===== src/rtl/ps2_key_decoder_if.sv =====
// PS/2 key decoder bus: raw keyboard lines in, decoded key strobe and
// frame-error strobe out. The keyboard side (or a bench) uses the master
// modport; the decoder uses the slave modport.
interface ps2_key_decoder_if;
  logic        ps2_clk;
  logic        ps2_data;
  logic [10:0] key_code;
  logic        key_valid;
  logic        frame_err;

  modport master (
    output ps2_clk,
    output ps2_data,
    input  key_code,
    input  key_valid,
    input  frame_err
  );

  modport slave (
    input  ps2_clk,
    input  ps2_data,
    output key_code,
    output key_valid,
    output frame_err
  );
endinterface


===== src/rtl/ps2_key_decoder.sv =====
// PS/2 keyboard front end for the calculator datapath.
// Synchronizes and glitch-filters the PS/2 clock, receives 11-bit frames
// (start, 8 data LSB first, odd parity, stop), and translates make codes
// into key codes 0..14 with a one-cycle key_valid strobe. Break (F0) and
// extended (E0) prefixes are consumed internally.
// Optional build macro PS2_TYPEMATIC_FILTER_EN: suppresses keyboard
// auto-repeat makes of the key that is still held down.
module ps2_key_decoder #(
  parameter int FILTER_LEN     = 8,
  parameter int TIMEOUT_CYCLES = 100000
) (
  input logic              clk,
  input logic              rst,
  ps2_key_decoder_if.slave bus
);

  localparam int FW = $clog2(FILTER_LEN + 1);
  localparam int TW = $clog2(TIMEOUT_CYCLES + 1);
  localparam logic [FW-1:0] FCNT_LAST = FW'(FILTER_LEN - 1);
  localparam logic [TW-1:0] TMO_LIMIT = TW'(TIMEOUT_CYCLES);

  typedef enum logic [1:0] {
    IDLE   = 2'd0,
    DATA   = 2'd1,
    PARITY = 2'd2,
    STOP   = 2'd3
  } state_t;

  // Make-code lookup; returns {hit, code}. The extended prefix plays no part.
  function automatic logic [4:0] map_code(input logic [7:0] b);
    case (b)
      8'h45, 8'h70: map_code = {1'b1, 4'd0};
      8'h16, 8'h69: map_code = {1'b1, 4'd1};
      8'h1E, 8'h72: map_code = {1'b1, 4'd2};
      8'h26, 8'h7A: map_code = {1'b1, 4'd3};
      8'h25, 8'h6B: map_code = {1'b1, 4'd4};
      8'h2E, 8'h73: map_code = {1'b1, 4'd5};
      8'h36, 8'h74: map_code = {1'b1, 4'd6};
      8'h3D, 8'h6C: map_code = {1'b1, 4'd7};
      8'h3E, 8'h75: map_code = {1'b1, 4'd8};
      8'h46, 8'h7D: map_code = {1'b1, 4'd9};
      8'h79, 8'h55: map_code = {1'b1, 4'd10};
      8'h7B, 8'h4E: map_code = {1'b1, 4'd11};
      8'h7C:        map_code = {1'b1, 4'd12};
      8'h76, 8'h66: map_code = {1'b1, 4'd13};
      8'h5A:        map_code = {1'b1, 4'd14};
      default:      map_code = 5'd0;
    endcase
  endfunction

  logic          r_clk_s1, r_clk_s2;
  logic          r_dat_s1, r_dat_s2;
  logic          r_fclk, r_fclk_d;
  logic [FW-1:0] r_fcnt;
  logic          w_fall;

  state_t        r_state, w_state_n;
  logic [2:0]    r_bitcnt, w_bitcnt_n;
  logic          r_perr, w_perr_n;
  logic [TW-1:0] r_tmo, w_tmo_n;
  logic [7:0]    r_shift, w_shift_n;
  logic          w_byte_vld_n, w_frame_err_n;
  logic          r_frame_err;

  logic [7:0]    r_byte_p0;
  logic          r_vld_p0;

  logic          r_break, r_ext;
  logic [10:0]   r_key_code_p1;
  logic          r_vld_p1;
  logic [4:0]    w_map;
  logic          w_hit;
  logic [3:0]    w_code;
`ifdef PS2_TYPEMATIC_FILTER_EN
  logic          r_held;
  logic [3:0]    r_last;
`endif

  // Stage: two-flop synchronizers for the asynchronous PS/2 lines
  always_ff @(posedge clk) begin
    r_clk_s1 <= bus.ps2_clk;
    r_clk_s2 <= r_clk_s1;
    r_dat_s1 <= bus.ps2_data;
    r_dat_s2 <= r_dat_s1;
  end

  // Glitch filter: the filtered clock follows only after FILTER_LEN equal samples
  always_ff @(posedge clk) begin
    if (rst) begin
      r_fclk   <= 1'b1;
      r_fclk_d <= 1'b1;
      r_fcnt   <= '0;
    end else begin
      r_fclk_d <= r_fclk;
      if (r_clk_s2 == r_fclk) begin
        r_fcnt <= '0;
      end else if (r_fcnt == FCNT_LAST) begin
        r_fclk <= r_clk_s2;
        r_fcnt <= '0;
      end else begin
        r_fcnt <= r_fcnt + 1'b1;
      end
    end
  end

  assign w_fall = r_fclk_d & ~r_fclk;

  // Receive FSM state register and handoff strobes
  always_ff @(posedge clk) begin
    if (rst) begin
      r_state     <= IDLE;
      r_bitcnt    <= '0;
      r_perr      <= 1'b0;
      r_tmo       <= '0;
      r_vld_p0    <= 1'b0;
      r_frame_err <= 1'b0;
    end else begin
      r_state     <= w_state_n;
      r_bitcnt    <= w_bitcnt_n;
      r_perr      <= w_perr_n;
      r_tmo       <= w_tmo_n;
      r_vld_p0    <= w_byte_vld_n;
      r_frame_err <= w_frame_err_n;
    end
  end

  // Receive FSM next-state: bit sampling on filtered falling edges, timeout abort
  always_comb begin
    w_state_n     = r_state;
    w_bitcnt_n    = r_bitcnt;
    w_perr_n      = r_perr;
    w_shift_n     = r_shift;
    w_byte_vld_n  = 1'b0;
    w_frame_err_n = 1'b0;
    w_tmo_n       = (r_state == IDLE) ? '0 : r_tmo + 1'b1;

    if (r_state != IDLE && r_tmo == TMO_LIMIT) begin
      w_state_n     = IDLE;
      w_frame_err_n = 1'b1;
      w_tmo_n       = '0;
    end else if (w_fall) begin
      w_tmo_n = '0;
      case (r_state)
        IDLE: begin
          if (!r_dat_s2) begin
            w_state_n  = DATA;
            w_bitcnt_n = '0;
            w_perr_n   = 1'b0;
          end
        end
        DATA: begin
          w_shift_n  = {r_dat_s2, r_shift[7:1]};
          w_bitcnt_n = r_bitcnt + 3'd1;
          if (r_bitcnt == 3'd7) w_state_n = PARITY;
        end
        PARITY: begin
          w_perr_n  = ~(^{r_shift, r_dat_s2});
          w_state_n = STOP;
        end
        STOP: begin
          w_state_n = IDLE;
          if (!r_dat_s2 || r_perr) w_frame_err_n = 1'b1;
          else                     w_byte_vld_n  = 1'b1;
        end
        default: w_state_n = IDLE;
      endcase
    end
  end

  // Stage p0: shift register and completed-byte handoff
  always_ff @(posedge clk) begin
    r_shift <= w_shift_n;
    if (w_byte_vld_n) r_byte_p0 <= r_shift;
  end

  assign w_map  = map_code(r_byte_p0);
  assign w_hit  = w_map[4];
  assign w_code = w_map[3:0];

  // Stage p1: prefix tracking, make-code translation and key strobe
  always_ff @(posedge clk) begin
    if (rst) begin
      r_break       <= 1'b0;
      r_ext         <= 1'b0;
      r_vld_p1      <= 1'b0;
      r_key_code_p1 <= '0;
`ifdef PS2_TYPEMATIC_FILTER_EN
      r_held        <= 1'b0;
`endif
    end else begin
      r_vld_p1 <= 1'b0;
      if (r_vld_p0) begin
        if (r_byte_p0 == 8'hF0) begin
          r_break <= 1'b1;
        end else if (r_byte_p0 == 8'hE0) begin
          r_ext <= 1'b1;
        end else if (r_break) begin
          // Released key: consume the code, drop both prefixes
          r_break <= 1'b0;
          if (r_ext) r_ext <= 1'b0;
`ifdef PS2_TYPEMATIC_FILTER_EN
          if (w_hit && r_held && w_code == r_last) r_held <= 1'b0;
`endif
        end else begin
          if (r_ext) r_ext <= 1'b0;
          if (w_hit) begin
`ifdef PS2_TYPEMATIC_FILTER_EN
            if (!(r_held && w_code == r_last)) begin
              r_vld_p1      <= 1'b1;
              r_key_code_p1 <= {7'd0, w_code};
              r_held        <= 1'b1;
              r_last        <= w_code;
            end
`else
            r_vld_p1      <= 1'b1;
            r_key_code_p1 <= {7'd0, w_code};
`endif
          end
        end
      end
    end
  end

  assign bus.key_code  = r_key_code_p1;
  assign bus.key_valid = r_vld_p1;
  assign bus.frame_err = r_frame_err;

endmodule


===== src/flat_wrapper.sv =====
// flat-port wrapper written by rule: the top's interface ports become plain ports
module ps2_key_decoder_flat 
#(
  parameter int FILTER_LEN     = 8,
  parameter int TIMEOUT_CYCLES = 100000
)
  (clk, rst, bus_ps2_clk, bus_ps2_data, bus_key_code, bus_key_valid, bus_frame_err);
  ps2_key_decoder_if bus_i ();
  input logic clk;
  input logic rst;
  input wire logic [$bits(bus_i.ps2_clk)-1:0] bus_ps2_clk;
  input wire logic [$bits(bus_i.ps2_data)-1:0] bus_ps2_data;
  output wire logic [$bits(bus_i.key_code)-1:0] bus_key_code;
  output wire logic [$bits(bus_i.key_valid)-1:0] bus_key_valid;
  output wire logic [$bits(bus_i.frame_err)-1:0] bus_frame_err;
  assign bus_i.ps2_clk = bus_ps2_clk;
  assign bus_i.ps2_data = bus_ps2_data;
  assign bus_key_code = bus_i.key_code;
  assign bus_key_valid = bus_i.key_valid;
  assign bus_frame_err = bus_i.frame_err;
  ps2_key_decoder #(.FILTER_LEN(FILTER_LEN), .TIMEOUT_CYCLES(TIMEOUT_CYCLES)) u_core (.clk(clk), .rst(rst), .bus(bus_i));
endmodule

===== config.mk =====
export PLATFORM = sky130hd
export DESIGN_NAME = ps2_key_decoder_flat
export DESIGN_NICKNAME = d
export VERILOG_FILES = /design/src/rtl/ps2_key_decoder_if.sv /design/src/rtl/ps2_key_decoder.sv /design/src/flat_wrapper.sv
export SDC_FILE = /design/constraint.sdc
export NUM_CORES = 1
export LEC_CHECK = 0
export CORE_UTILIZATION = 25
export DETAILED_ROUTE_END_ITERATION = 10
export MAX_ROUTING_LAYER = met4
export SLEW_MARGIN = 20
export SYNTH_ARGS = -nofsm -noshare
export SYNTH_HDL_FRONTEND = slang
export SYNTH_SLANG_ARGS = --single-unit

===== constraint.sdc =====
create_clock -name clk -period 3.5 [get_ports clk]
set_input_delay 0.875 -clock clk [delete_from_list [all_inputs] [get_ports clk]]
set_output_delay 0.875 -clock clk [all_outputs]
set_load 0.05 [all_outputs]

==> flow_summary.yaml <==
status:
  run_status: "completed"
synthesis:
  yosys.area_share.adder_pct: 4.317
  synth_xor_area_share_pct: 6.799
  syn_inst: 374
  yosysSeqAreaShare_pct: 40.29
  synth_compound_area_share_pct: 13.02
  synth_edf_count: 16
  synthMuxAreaShare_pct: 6.691
  yosysWarnings: 0
  yosys.area_share.simple_pct: 23.13
  synth-seq-cells: 62
  synth_top_family_by_area: "simple AND/OR/NAND/NOR gates"
  async_flop_share_pct: 0
  synth-main-ff-cell: "dfxtp_1"
  avgSynthCellArea_um2: 9.300
  synth_area_um2: 3478
  yosysUniqueCellTypes: 65
finish:
  synthToLayoutAreaGrowth_pct: 16.26
  drive_gt1_share_pct: 10.88
  design_area_um2: 4044
  finalNetCount: 397
  diodes: 0
  final_core_util_pct: 30.18
critical_path:
  cp_max_fo: 8
  cp.required_ns: 3.71
  cp-start-kind: "register"
  reg2reg_slack_ns: 0.30
  crit_arrival_ns: 3.41
  worstSetupEndpointType: "register"
  path_class: "register to register"
route:
  wl_um: 7820
  drc: 0
  drt_pre_antenna_iters: 4
  via_count: 2746
  dr.max_layer_used: "met4"
  wl_met3_um: 308
  drt-initial-drc-count: 144
  postRouteAntennaNets: 0
  avgViaCountPerCell: 4.886
  wl_met1_um: 3616
  post_drt_wl_per_cell_um: 13.91
  routed-wl-met2_um: 3706
die:
  pin_count: 17
  rows: 42
  start_util_pct: 25.96
  die_width_um: 120.0
  dieArea_um2: 14390
  coreArea_um2: 13400
  fp.dieH_um: 120.0
global_route:
  overflow: 0
  grt.total_usage_pct: 12.24
  grt_pass1_vias: 2668
  grt_pass1_wl_um: 13520
  grt_max_degree: 28
  antenna_found_initial: 0
timing:
  fin_skew_ns: 0.01078
  finalHoldViolCount: 0
  fmax_mhz: 312.8
  drv_slew: 0
  worst_pin_slew_ns: 0.7165
  max-slew-margin-rel_pct: 51.86
  finalSetupViolations: 0
  holdWs_ns: 0.3323
  fin_crit_ns: 3.197
  setup_tns_ns: 0
  layout_worst_path_cycle_share_pct: 91.34
  rsz0062_at_grt: "no"
cts:
  cts_tree: "done"
  clock_latency_ns: 0.34
  h-tree-depth: 3
  clockBufferDepth: 2
  postCtsHoldBufs: 0
  clkTransAtPathRegs_ns: 0.05
  cts_root_buffer: "clkbuf_16"
  clkSinkCount: 62
  cts_buffers: 9
job:
  max-cap-violations: 0
place:
  place_area_um2: 3715
  place.gp.congestion: 0.8912
  io_buffers: 9
  dpl.hpwl_um: 5569
power_and_ir_drop:
  peakVddDrop_mv: 0.2698
  leakagePower_nw: 1.438
  power.total_mw: 1.712
  power_per_cell_area_nw_per_um2: 423.3
min_path:
  hold_path.class: "register to register"
[cell type report]
cell class / count / area (um^2)
timing repair buffer: 15 / 135.1
inverter: 14 / 55.05
clock inverter: 2 / 36.28
tap: 176 / 220.2
multi-input combinational: 279 / 1912
clock buffer: 14 / 284.0
sequential: 62 / 1401
fill: 1419 / 9356
[metal layers]
layer	global-route usage, %	vias up
li1	-	1348
met1	15.01	1312
met2	18.64	68
met3	3.422	18
met4	5.469	0
met5	-	-
[critical path, stage by stage, from the launching register on]
cell	delay [ns]
dfxtp_1	0.36
inv_1	0.09
ha_1	0.25
nor4b_2	0.31
and2_1	0.22
a21o_1	0.18
inv_4	0.08
mux2i_1	0.22
inv_1	0.10
ha_1	0.23
nor2b_1	0.14
and3_1	0.20
a311oi_2	0.26
a22oi_2	0.08
a221o_1	0.35
[through the flow]
stage	instances	setup slack [ns]
6_report	562	0.3031
5_1_grt	562	0.04888
4_1_cts	562	0.2104
3_5_place_dp	546	0.2465
3_3_place_gp	546	0.3032
2_1_floorplan	380	0.1807
[layout by cell type (no fill, tap or decap), drive strengths merged, types with 7 or more instances in the layout]
cell type and count:
a21oi 9, a31oi 9, and3 9, clkbuf 14, clkdlybuf4s50 9, conb 7, dfxtp 46, edfxtp 16
ha 12, inv 15, mux2i 15, nand2 22, nand2b 8, nand3 13, nor2 53, nor2b 10
xnor2 14, xor2 13
[worst paths after layout]
check                          from              end  cells past startpoint
setup / recovery  u_core.r_state[0]         register                     14
hold reg to reg     u_core.r_clk_s1  u_core.r_clk_s2                      0
hold / removal      u_core.r_clk_s1  u_core.r_clk_s2                      0
setup reg to reg  u_core.r_state[0]         register                     14
[power breakdown]
group | internal (mW) | switching, mW
sequential | 0.736 | 0.00272
combinational | 0.00681 | 0.0234
clock | 0.629 | 0.314
[Yosys cell counts, drive strengths merged, types with 3 or more instances]
library cell  number  area (um^2)
nor2              53        198.9
dfxtp             46        920.9
nand2             22        82.58
edfxtp            16        480.5
mux2i             15        153.9
inv               14        55.06
xnor2             14        122.6
clkbuf            13        48.80
nand3             13        65.06
xor2              13        113.9
buf               12        92.59
ha                12        150.1
nor2b             10        62.56
a21oi              9        45.04
a31oi              9        56.30
and3               9        56.30
nand2b             8        50.05
a32oi              6        52.55
mux2               6        78.82
nor3               6        30.03
o21ai              6        30.02
a2111oi            5        45.04
nand4              5        31.28
nand3b             4        30.03
nor4               3        18.77
or2                3        18.77
or3                3        18.77
[sequential cells by signal, summed over array words and instances (netlist names), 2 cells and up, named ones only]
name and count:
u_core.r_tmo 17, u_core.r_fcnt 4, u_core.r_shift 8, u_core.r_bitcnt 3, u_core.r_byte_p0 8, u_core.r_state 2, u_core.bus.key_code 4
[timing repair]
| action | 4_1_cts | 5_1_grt |
|---|---|---|
| setup endpoints to repair | 0 | 2 |
| gates resized for setup | 0 | 2 |
| setup buffers | 0 | 0 |
[cell families (layout without fill, tap and decap cells)]
group,count (synthesis),after routing
and+or+nand+nor,153,153
DFF,62,62
AOI/OAI and AO/OA,59,59
buffers and inverters,39,45
xor gates and xnor gates,27,27
muxes,21,21
adders and majority gates,12,12
other,1,7
(Power assumes the default switching activity.)
